==> config.mk <==
export PLATFORM = sky130hd
export DESIGN_NAME = lz77_deflate_mapper
export DESIGN_NICKNAME = d
export VERILOG_FILES = /design/src/rtl/lz77_deflate_mapper.sv
export SDC_FILE = /design/constraint.sdc
export NUM_CORES = 1
export LEC_CHECK = 0
export BUFFER_PORTS_ARGS = -buffer_cell sky130_fd_sc_hd__clkbuf_2
export CORE_MARGIN = 3
export CORE_UTILIZATION = 45
export CTS_BUF_LIST = sky130_fd_sc_hd__clkbuf_16
export DETAILED_ROUTE_END_ITERATION = 16
export GPL_ROUTABILITY_DRIVEN = 0
export PLACE_DENSITY = 0.6
export SKIP_LAST_GASP = 1
export SYNTH_ARGS = -nofsm -noshare
export SYNTH_HDL_FRONTEND = slang
export SYNTH_SLANG_ARGS = --single-unit
==> constraint.sdc <==
create_clock -name clk -period 4.53 [get_ports clk]
set_input_delay 0.906 -clock clk [delete_from_list [all_inputs] [get_ports clk]]
set_output_delay 0.906 -clock clk [all_outputs]
set_load 0.02 [all_outputs]
==> src/rtl/lz77_deflate_mapper.sv <==
// lz77_deflate_mapper
// Turns LZ77 triples (position, length, next symbol) into DEFLATE lit/len and
// distance symbols with extra bits, one symbol per valid/ready handshake.
// Tokens are buffered in a small FIFO. Matches shorter than 3 bytes are
// re-expanded into literals from a local history window.
// Optional feature macro: LZ77_MAPPER_EOB_EN adds a flush input. A flush makes
// the block emit end-of-block code 256 and then reset the history pointer.
module lz77_deflate_mapper #(
  parameter int DATA_WIDTH           = 8,
  parameter int DICTIONARY_DEPTH     = 32,
  parameter int DICTIONARY_DEPTH_LOG = 5,
  parameter int CNT_WIDTH            = 5,
  parameter int FIFO_DEPTH           = 4
) (
  input  logic                            clk,
  input  logic                            rst,
  input  logic                            output_enable,
  input  logic [DICTIONARY_DEPTH_LOG-1:0] match_position,
  input  logic [CNT_WIDTH-1:0]            match_length,
  input  logic [DATA_WIDTH-1:0]           next_symbol,
`ifdef LZ77_MAPPER_EOB_EN
  input  logic                            flush,
`endif
  output logic                            sym_valid,
  input  logic                            sym_ready,
  output logic                            sym_is_dist,
  output logic [8:0]                      sym_code,
  output logic [4:0]                      sym_extra,
  output logic [2:0]                      sym_extra_len,
  output logic                            fifo_overflow
);
  localparam int DL  = DICTIONARY_DEPTH_LOG;
  localparam int FAW = $clog2(FIFO_DEPTH);
  localparam int CW  = FAW + 1;
  localparam logic [DL-1:0]  A_ONE   = 1;
  localparam logic [FAW-1:0] PTR_ONE = 1;

  typedef enum logic [2:0] {S_IDLE, S_LEN, S_DIST, S_COPY, S_SHORT, S_LIT, S_EOB} state_t;

  typedef struct packed {
    logic [DL-1:0]         pos;
    logic [CNT_WIDTH-1:0]  len;
    logic [DATA_WIDTH-1:0] sym;
  } tok_t;

  typedef struct packed {
    logic       is_dist;
    logic [8:0] code;
    logic [4:0] extra;
    logic [2:0] elen;
  } sym_t;

  // Returns the index of the highest set bit. A zero input returns 0.
  function automatic logic [2:0] msb_idx(input logic [5:0] v);
    msb_idx = '0;
    for (int i = 0; i < 6; i++) if (v[i]) msb_idx = 3'(i);
  endfunction

  // Computes the length symbol. After l = len-3, each extra bit doubles the
  // bucket width. Each bucket size holds four codes.
  function automatic sym_t len_sym(input logic [CNT_WIDTH-1:0] len);
    logic [5:0] l;
    logic [2:0] eb;
    len_sym = '0;
    l = 6'(len) - 6'd3;
    if (l < 6'd8) begin
      len_sym.code = 9'd257 + 9'(l);
    end else begin
      eb = msb_idx(l) - 3'd2;
      len_sym.code  = 9'd257 + {4'd0, eb, 2'b00} + 9'(l >> eb);
      len_sym.extra = 5'(l & ~(6'h3f << eb));
      len_sym.elen  = eb;
    end
  endfunction

  // Computes the distance symbol. With dd = distance-1 = pos, each bucket size
  // holds two codes.
  function automatic sym_t dist_sym(input logic [DL-1:0] pos);
    logic [5:0] dd;
    logic [2:0] eb;
    dist_sym = '0;
    dist_sym.is_dist = 1'b1;
    dd = 6'(pos);
    if (dd < 6'd4) begin
      dist_sym.code = 9'(dd);
    end else begin
      eb = msb_idx(dd) - 3'd1;
      dist_sym.code  = {5'd0, eb, 1'b0} + 9'(dd >> eb);
      dist_sym.extra = 5'(dd & ~(6'h3f << eb));
      dist_sym.elen  = eb;
    end
  endfunction

  function automatic sym_t lit_sym(input logic [DATA_WIDTH-1:0] b);
    lit_sym = '0;
    lit_sym.code = 9'(b);
  endfunction

  tok_t                  fifo_q [FIFO_DEPTH];
  logic [DATA_WIDTH-1:0] hist_q [DICTIONARY_DEPTH];
  logic [FAW-1:0]        rd_q, wr_q;
  logic [CW-1:0]         cnt_q, cnt_d;
  logic                  ovf_q;
  state_t                state_q, state_d;
  tok_t                  cur_q, cur_d, head;
  logic [CNT_WIDTH-1:0]  rem_q, rem_d;
  logic [DL-1:0]         wp_q, wp_d;
  sym_t                  out_q, out_d;
  logic                  valid_q, valid_d;
  logic                  empty, full, pop, push_ok, fire;
  logic                  hist_we, eob_go, eob_done;
  logic [DATA_WIDTH-1:0] hist_wd, head_byte, cur_byte;
`ifdef LZ77_MAPPER_EOB_EN
  logic                  flush_pend_q;
  logic [CW-1:0]         flush_left_q;
`endif

  assign head      = fifo_q[rd_q];
  assign empty     = (cnt_q == '0);
  assign full      = (cnt_q == CW'(FIFO_DEPTH));
  assign fire      = valid_q && sym_ready;
  assign push_ok   = output_enable && (!full || pop);
  assign cnt_d     = cnt_q + CW'(push_ok) - CW'(pop);
  assign head_byte = hist_q[wp_q - head.pos - A_ONE];
  assign cur_byte  = hist_q[wp_q - cur_q.pos - A_ONE];

  // Token storage. Only the pointers need a reset.
  // NOTE: memory arrays are left unreset; a reset would turn them into wide flop banks with reset muxes for no functional gain.
  always_ff @(posedge clk) begin
    if (push_ok) fifo_q[wr_q] <= '{pos: match_position, len: match_length, sym: next_symbol};
  end

  // History window write port. Every byte is written when it is produced.
  always_ff @(posedge clk) begin
    if (hist_we) hist_q[wp_q] <= hist_wd;
  end

  // Next-state, symbol generation and history write requests.
  always_comb begin
    // NOTE: every signal gets a default before the case so no path leaves one unassigned (no latches).
    state_d  = state_q;
    cur_d    = cur_q;
    rem_d    = rem_q;
    wp_d     = wp_q;
    out_d    = out_q;
    valid_d  = valid_q;
    pop      = 1'b0;
    hist_we  = 1'b0;
    hist_wd  = '0;
    eob_go   = 1'b0;
    eob_done = 1'b0;
`ifdef LZ77_MAPPER_EOB_EN
    eob_go = (state_q == S_IDLE) && flush_pend_q && (flush_left_q == '0);
`endif
    case (state_q)
      S_IDLE: begin
        if (eob_go) begin
          out_d      = '0;
          out_d.code = 9'd256;
          valid_d    = 1'b1;
          state_d    = S_EOB;
        end else if (!empty) begin
          pop   = 1'b1;
          cur_d = head;
          valid_d = 1'b1;
          if (head.len >= CNT_WIDTH'(3)) begin
            out_d   = len_sym(head.len);
            state_d = S_LEN;
          end else if (head.len != '0) begin
            out_d   = lit_sym(head_byte);
            hist_we = 1'b1;
            hist_wd = head_byte;
            wp_d    = wp_q + A_ONE;
            rem_d   = head.len;
            state_d = S_SHORT;
          end else begin
            out_d   = lit_sym(head.sym);
            hist_we = 1'b1;
            hist_wd = head.sym;
            wp_d    = wp_q + A_ONE;
            state_d = S_LIT;
          end
        end
      end
      S_LEN: if (fire) begin
        out_d   = dist_sym(cur_q.pos);
        state_d = S_DIST;
      end
      S_DIST: if (fire) begin
        valid_d = 1'b0;
        rem_d   = cur_q.len;
        state_d = S_COPY;
      end
      S_COPY: begin
        hist_we = 1'b1;
        hist_wd = cur_byte;
        wp_d    = wp_q + A_ONE;
        rem_d   = rem_q - CNT_WIDTH'(1);
        if (rem_q == CNT_WIDTH'(1)) state_d = S_LIT;
      end
      S_SHORT: if (fire) begin
        hist_we = 1'b1;
        wp_d    = wp_q + A_ONE;
        if (rem_q == CNT_WIDTH'(1)) begin
          out_d   = lit_sym(cur_q.sym);
          hist_wd = cur_q.sym;
          state_d = S_LIT;
        end else begin
          out_d   = lit_sym(cur_byte);
          hist_wd = cur_byte;
          rem_d   = rem_q - CNT_WIDTH'(1);
        end
      end
      S_LIT: begin
        if (!valid_q) begin
          out_d   = lit_sym(cur_q.sym);
          valid_d = 1'b1;
          hist_we = 1'b1;
          hist_wd = cur_q.sym;
          wp_d    = wp_q + A_ONE;
        end else if (fire) begin
          valid_d = 1'b0;
          state_d = S_IDLE;
        end
      end
      S_EOB: if (fire) begin
        valid_d  = 1'b0;
        wp_d     = '0;
        eob_done = 1'b1;
        state_d  = S_IDLE;
      end
      default: state_d = S_IDLE;
    endcase
  end

  // Control state, FIFO pointers and registered outputs.
  always_ff @(posedge clk or posedge rst) begin
    // NOTE: sequential state uses non-blocking assignments so every register samples pre-edge values.
    if (rst) begin
      state_q <= S_IDLE;
      cur_q   <= '0;
      rem_q   <= '0;
      wp_q    <= '0;
      out_q   <= '0;
      valid_q <= 1'b0;
      rd_q    <= '0;
      wr_q    <= '0;
      cnt_q   <= '0;
      ovf_q   <= 1'b0;
    end else begin
      state_q <= state_d;
      cur_q   <= cur_d;
      rem_q   <= rem_d;
      wp_q    <= wp_d;
      out_q   <= out_d;
      valid_q <= valid_d;
      cnt_q   <= cnt_d;
      ovf_q   <= ovf_q | (output_enable & ~push_ok);
      if (pop)     rd_q <= rd_q + PTR_ONE;
      if (push_ok) wr_q <= wr_q + PTR_ONE;
    end
  end

`ifdef LZ77_MAPPER_EOB_EN
  // Flush bookkeeping. This counts the tokens queued before the flush so they
  // drain ahead of the EOB symbol.
  always_ff @(posedge clk or posedge rst) begin
    if (rst) begin
      flush_pend_q <= 1'b0;
      flush_left_q <= '0;
    end else if (flush) begin
      flush_pend_q <= 1'b1;
      flush_left_q <= cnt_d;
    end else if (eob_done) begin
      flush_pend_q <= 1'b0;
    end else if (pop && flush_left_q != '0) begin
      flush_left_q <= flush_left_q - CW'(1);
    end
  end
`endif

  assign sym_valid     = valid_q;
  assign sym_is_dist   = out_q.is_dist;
  assign sym_code      = out_q.code;
  assign sym_extra     = out_q.extra;
  assign sym_extra_len = out_q.elen;
  assign fifo_overflow = ovf_q;

endmodule

# After elaboration in Yosys (flattened, before gate mapping)
# Memory sizes are Yosys's and may differ from the RTL's.
# Index checks and enable logic that the tools add are counted.
[op_classes]
addsub = 17
n_lt_le_gt_ge = 3
n_eq_ne = 19
n_shift = 4
mux = 74
bitwise = 8
reduce_logical = 18
[ops]
columns = ["op", "count"]
rows = [
  ["$mux 18", 4],
  ["$pmux 18 s4", 1],
  ["$mux 3", 22],
  ["$mux 8", 8],
  ["$mux 5", 11],
  ["$mux 16", 2],
  ["$pmux 8 s4", 1],
  ["$pmux 5 s5", 1],
  ["$pmux 3 s7", 1],
  ["$ne 2x2->1 const B", 10],
  ["$pmux 5 s4", 1],
  ["$mux 9", 2],
  ["$mux 1", 17],
  ["$mux 17", 1],
  ["$sub 5x1->5 const B", 3],
  ["$eq 3x3->1 const B", 4],
  ["$shl 6x3->5 const A", 2],
  ["$and 5x5->5", 2],
  ["$not 5->5", 2],
  ["$reduce_and 5->1", 2],
  ["$reduce_bool 5->1", 2],
  ["$sub 5x5->5", 2],
  ["$add 4x9->9", 1],
  ["$add 9x5->9 const A", 1],
  ["other kinds (34)", 40],
]
[word_totals]
register_bits = 58
mem_bits_rw = 328
in_bits = 22
wordCells = 160
n_memories = 2
[mem_list]
columns = ["memory", "words", "width", "rd", "rd_ports_with_merged_regs", "wr", "line", "rtl"]
rows = [
  ["hist_q", 32, 8, 2, 0, 1, "100", "logic [DATA_WIDTH-1:0] hist_q [DICTIONARY_DEPTH];"],
  ["fifo_q", 4, 18, 1, 0, 1, "99", "tok_t fifo_q [FIFO_DEPTH];"],
]

# Depth between registers and ports, before layout
# An unclocked memory read counts as a cell.
[logic_depth]
depth_word = 19
ltp_mapped = 21

# Least setup slack after synthesis
# OpenSTA, ideal clock, no wires.
[synth_path]
path_kind = "register -> register"
from = "register rd_q[0]"
to = "memory hist_q[0][2] (data pin)"
arrival_time_ps = 4517
required_ps = 4140
setup_slack_ps = -377
path_stages_with_launch = 16
path_buffers = 4
period_less_slack_ps = 4907
cell_sequence = "dfrtp_1 -> buf_6 -> buf_1 -> mux4_2 -> inv_1 -> ha_1 -> inv_1 -> fa_1 -> buf_2 -> clkbuf_1 -> mux4_2 -> mux2i_1 -> mux2i_1 -> mux2i_1 -> a21o_1 -> o221ai_1"
[synth_between]
elab_chain_cells = 8
[synth_rtl]
columns = ["item", "line", "rtl"]
rows = [
  ["start, declared", "101", "logic [FAW-1:0] rd_q, wr_q;"],
  ["start signal, assigned", "259", "if (pop) rd_q <= rd_q + PTR_ONE;"],
  ["$mem_v2 4x18 *", "n/a", ""],
  ["$sub 5x5->5", "124", "assign head_byte = hist_q[wp_q - head.pos - A_ONE];"],
  ["$sub 5x1->5", "124", ""],
  ["$mem_v2 32x8", "n/a", ""],
  ["$mux 8", "169", "end else if (head.len != '0) begin"],
  ["$mux 8 *", "166", "if (head.len >= CNT_WIDTH'(3)) begin"],
  ["$mux 8 *", "162", "end else if (!empty) begin"],
  ["$pmux 8 s4 *", "155", "case (state_q)"],
  ["net hist_wd[2]", "112", "logic [DATA_WIDTH-1:0] hist_wd, head_byte, cur_byte;"],
  ["end, declared", "100", ""],
]
# The timed path passes the listed nets; every way through them passes the cells marked *.

==> run_results.csv <==
group,metric,value,unit
outcome,status,"complete, no violations",
cts,cts_tree,"built",
grt,gr-total-overflow,0,
synth,async_flop_share,15.03,%
synth,synth_fp_nets,1277,
worst_setup_path,worst_ep_required_time,4.80,ns
floorplan,die_height,211.8,µm
worst_setup_path,crit_buf_inv,4,
worst_setup_path,r2r_cells,12,
synth,synthFlopType,"edfxtp_1",
synth,syn_inst,1222,
worst_hold_path,hold_depth,1,
drt,wl_per_cell,26.39,µm
grt,grt_pass1_wl,76610,µm
worst_hold_path,hp-class,"reg -> reg",
drt,vias,11790,
cts,cts_root_buf,"clkbuf_16",
worst_setup_path,path_depth,12,
cts,clkLatencyLatePin,0.59,ns
timing,max_freq,0.2333,GHz
drt,vias_per_cell,6.185,
worst_setup_path,slowest_stage,"fa_2",
synth,yosysUniqueCellTypes,73,
floorplan,start_util,46.16,%
drt,first_pass_iters,6,
floorplan,dieArea,0.04486,mm²
drt,routed_wl,50310,µm
synth,yosysTopAreaCell,"edfxtp_1",
cts,hold_buffers,0,
cts,clk_pin_slew_worst_paths,0.06,ns
floorplan,die_w,211.8,µm
finish,utilization,53.46,%
grt,antenna_found_initial,0,
worst_setup_path,cp_data_arrival_time,4.56,ns
synth,yosysSeqAreaShare,59.29,%
worst_setup_path,critPathMaxStageDelay,0.61,ns
drt,drt_iter0_markers,1346,
placement,port_buffers,41,
timing,period_share,94.61,%
cts,clock_path_buffers,3,
cts,clock_sinks,386,
drt,drc,0,
synth,yosysTopAreaCellShare,51.67,%
synth,yosys_register_bits,386,
finish,area_delta_synth_final,15.81,%
finish,multi_input_area,0.007397,mm²
worst_setup_path,r2r_slack,0.24,ns
floorplan,io_pins,42,
timing,period_needed,4.286,ns
timing,rsz0062_at_grt,"no",
floorplan,core,0.04129,mm²
grt,grt_pass1_vias,11950,
drt,antenna_left,0,
timing,layout_setup_ws,0.2443,ns
worst_setup_path,critPathCaptureType,"flop",
timing,clock_skew,0.03290,ns
worst_setup_path,crit_type,"reg -> reg",
worst_setup_path,cpLargestDelayFamily,"multiplexers",
cts,cts.repair.resized,0,
timing,max_slew.worst_pin.slew,0.9539,ns
synth,yosysMostFrequentCell,"edfxtp_1",
grt,grt_use_total,23.19,%
grt,grt_max_degree,65,
synth,synth.cell_area,0.01906,mm²
finish,layout-drive-gt1-share,29.35,%
timing,relSlewSlack,36.17,%
cts,cts_setup_buffers,0,
timing,hold_viol_final,0,
floorplan,fp-row-count,74,
synth,synth_top_cells_by_count,"edfxtp_1, mux4_2, nor2_1",
worst_setup_path,cp_cell_sequence,"buf_12, mux4_2, fa_2, buf_12, mux4_2, mux2i_1, mux2i_1, buf_4, mux2i_1, a21o_1, o221ai_2, buf_4",
timing,finalSetupTns,0,ns
finish,finish.instance_area,0.02207,mm²
worst_setup_path,start_kind,"flop",
finish,regArea,0.01130,mm²
worst_setup_path,cp_common_cell,"mux2i_1",
timing,final-setup-viol-count,0,
placement,place_area,0.02064,mm²
timing,final_max_slew_viol_count,0,
flow_run,drv_cap,0,
cts,htreeDepth,2,
worst_setup_path,path_max_fanout,34,
finish,nFillCells,3326,
synth,synth_edf_count,328,
synth,yosys_warnings,0,
synth,avgSynthCellArea,15.60,µm²
synth,synthTopCellsByArea,"edfxtp_1, mux4_2, dfrtp_1",
cts,cts_buffers,43,
placement,dp_worst_setup_slack,0.1968,ns
finish,nets,1393,
placement,post-dp-hpwl,34010,µm
==> sequential cells by signal, summed over array words and instances (netlist names) <==
register / cells
hist_q: 256
fifo_q: 72
cur_q: 18
sym_code: 9
rem_q: 5
sym_extra: 5
wp_q: 5
cnt_q: 3
state_q: 3
sym_extra_len: 3
rd_q: 2
wr_q: 2
fifo_overflow: 1
sym_is_dist: 1
sym_valid: 1
==> metrics by stage <==
stage / hold WS (ns) / std cells
floorplan: 0.4462 / 1222
global placement: 0.4578 / 1825
detailed placement: 0.4628 / 1825
CTS: 0.4727 / 1905
global route: 0.4814 / 1905
finish: 0.4688 / 1906
==> layer usage <==
layer / share of wire, % / GRT usage (%)
met1: 43 / 33.58
met2: 47 / 37.04
met3: 7.5 / 3.527
met4: 2.4 / 6.559
met5: 0 / 0
==> layout by cell type (no fill, tap or decap), drive strengths merged, types with 5 or more instances in the layout <==
master / synthesis / layout
a211o: 6 / 6
a211oi: 18 / 18
a21o: 7 / 7
a21oi: 49 / 49
a221o: 7 / 7
a31oi: 6 / 6
and2: 8 / 8
buf: 29 / 105
bufinv: 0 / 5
clkbuf: 46 / 84
clkinv: 0 / 20
dfrtp: 58 / 58
edfxtp: 328 / 328
ha: 29 / 29
inv: 39 / 48
mux2: 7 / 7
mux2i: 46 / 46
mux4: 161 / 161
nand2: 87 / 87
nand2b: 6 / 6
nand3: 6 / 6
nor2: 95 / 95
nor2b: 11 / 11
nor3: 11 / 11
o211ai: 6 / 6
o21ai: 53 / 53
o221ai: 5 / 5
or3: 6 / 6
xnor2: 18 / 18
==> kinds of logic after synthesis <==
logic type	Yosys count	synth area share (%)
flops	386	59.29
xor+xnor	23	1.129
buf+inv	114	2.442
mux	214	21.87
simple gates	254	6.033
compound gates	198	6.912
fa+ha+maj	33	2.324
==> cell type report <==
class | count | area share (%)
diodes | 1 | 0.01134
clock buffers | 43 | 4.874
clock inverters | 37 | 1.610
inverters | 39 | 0.6632
multi-input cells | 722 | 33.51
flip-flops and latches | 386 | 51.19
well taps | 532 | 3.015
repair buffers | 146 | 5.124
==> final timing paths <==
check                                        start                      end
max                            rd_q[0]$_DFFE_PP0P_  hist_q[19][2]$_DFFE_PP_
min                        fifo_overflow$_DFF_PP0_  fifo_overflow$_DFF_PP0_
max reg2reg                    rd_q[0]$_DFFE_PP0P_  hist_q[19][2]$_DFFE_PP_
min reg2reg                fifo_overflow$_DFF_PP0_  fifo_overflow$_DFF_PP0_
max in group asynchronous                      rst      wr_q[0]$_DFFE_PP0P_
min in group asynchronous                      rst  fifo_overflow$_DFF_PP0_
Power is left out: the tool's default activity adds up to more than one toggle a clock period on the data nets, which glitch-free logic cannot reach.
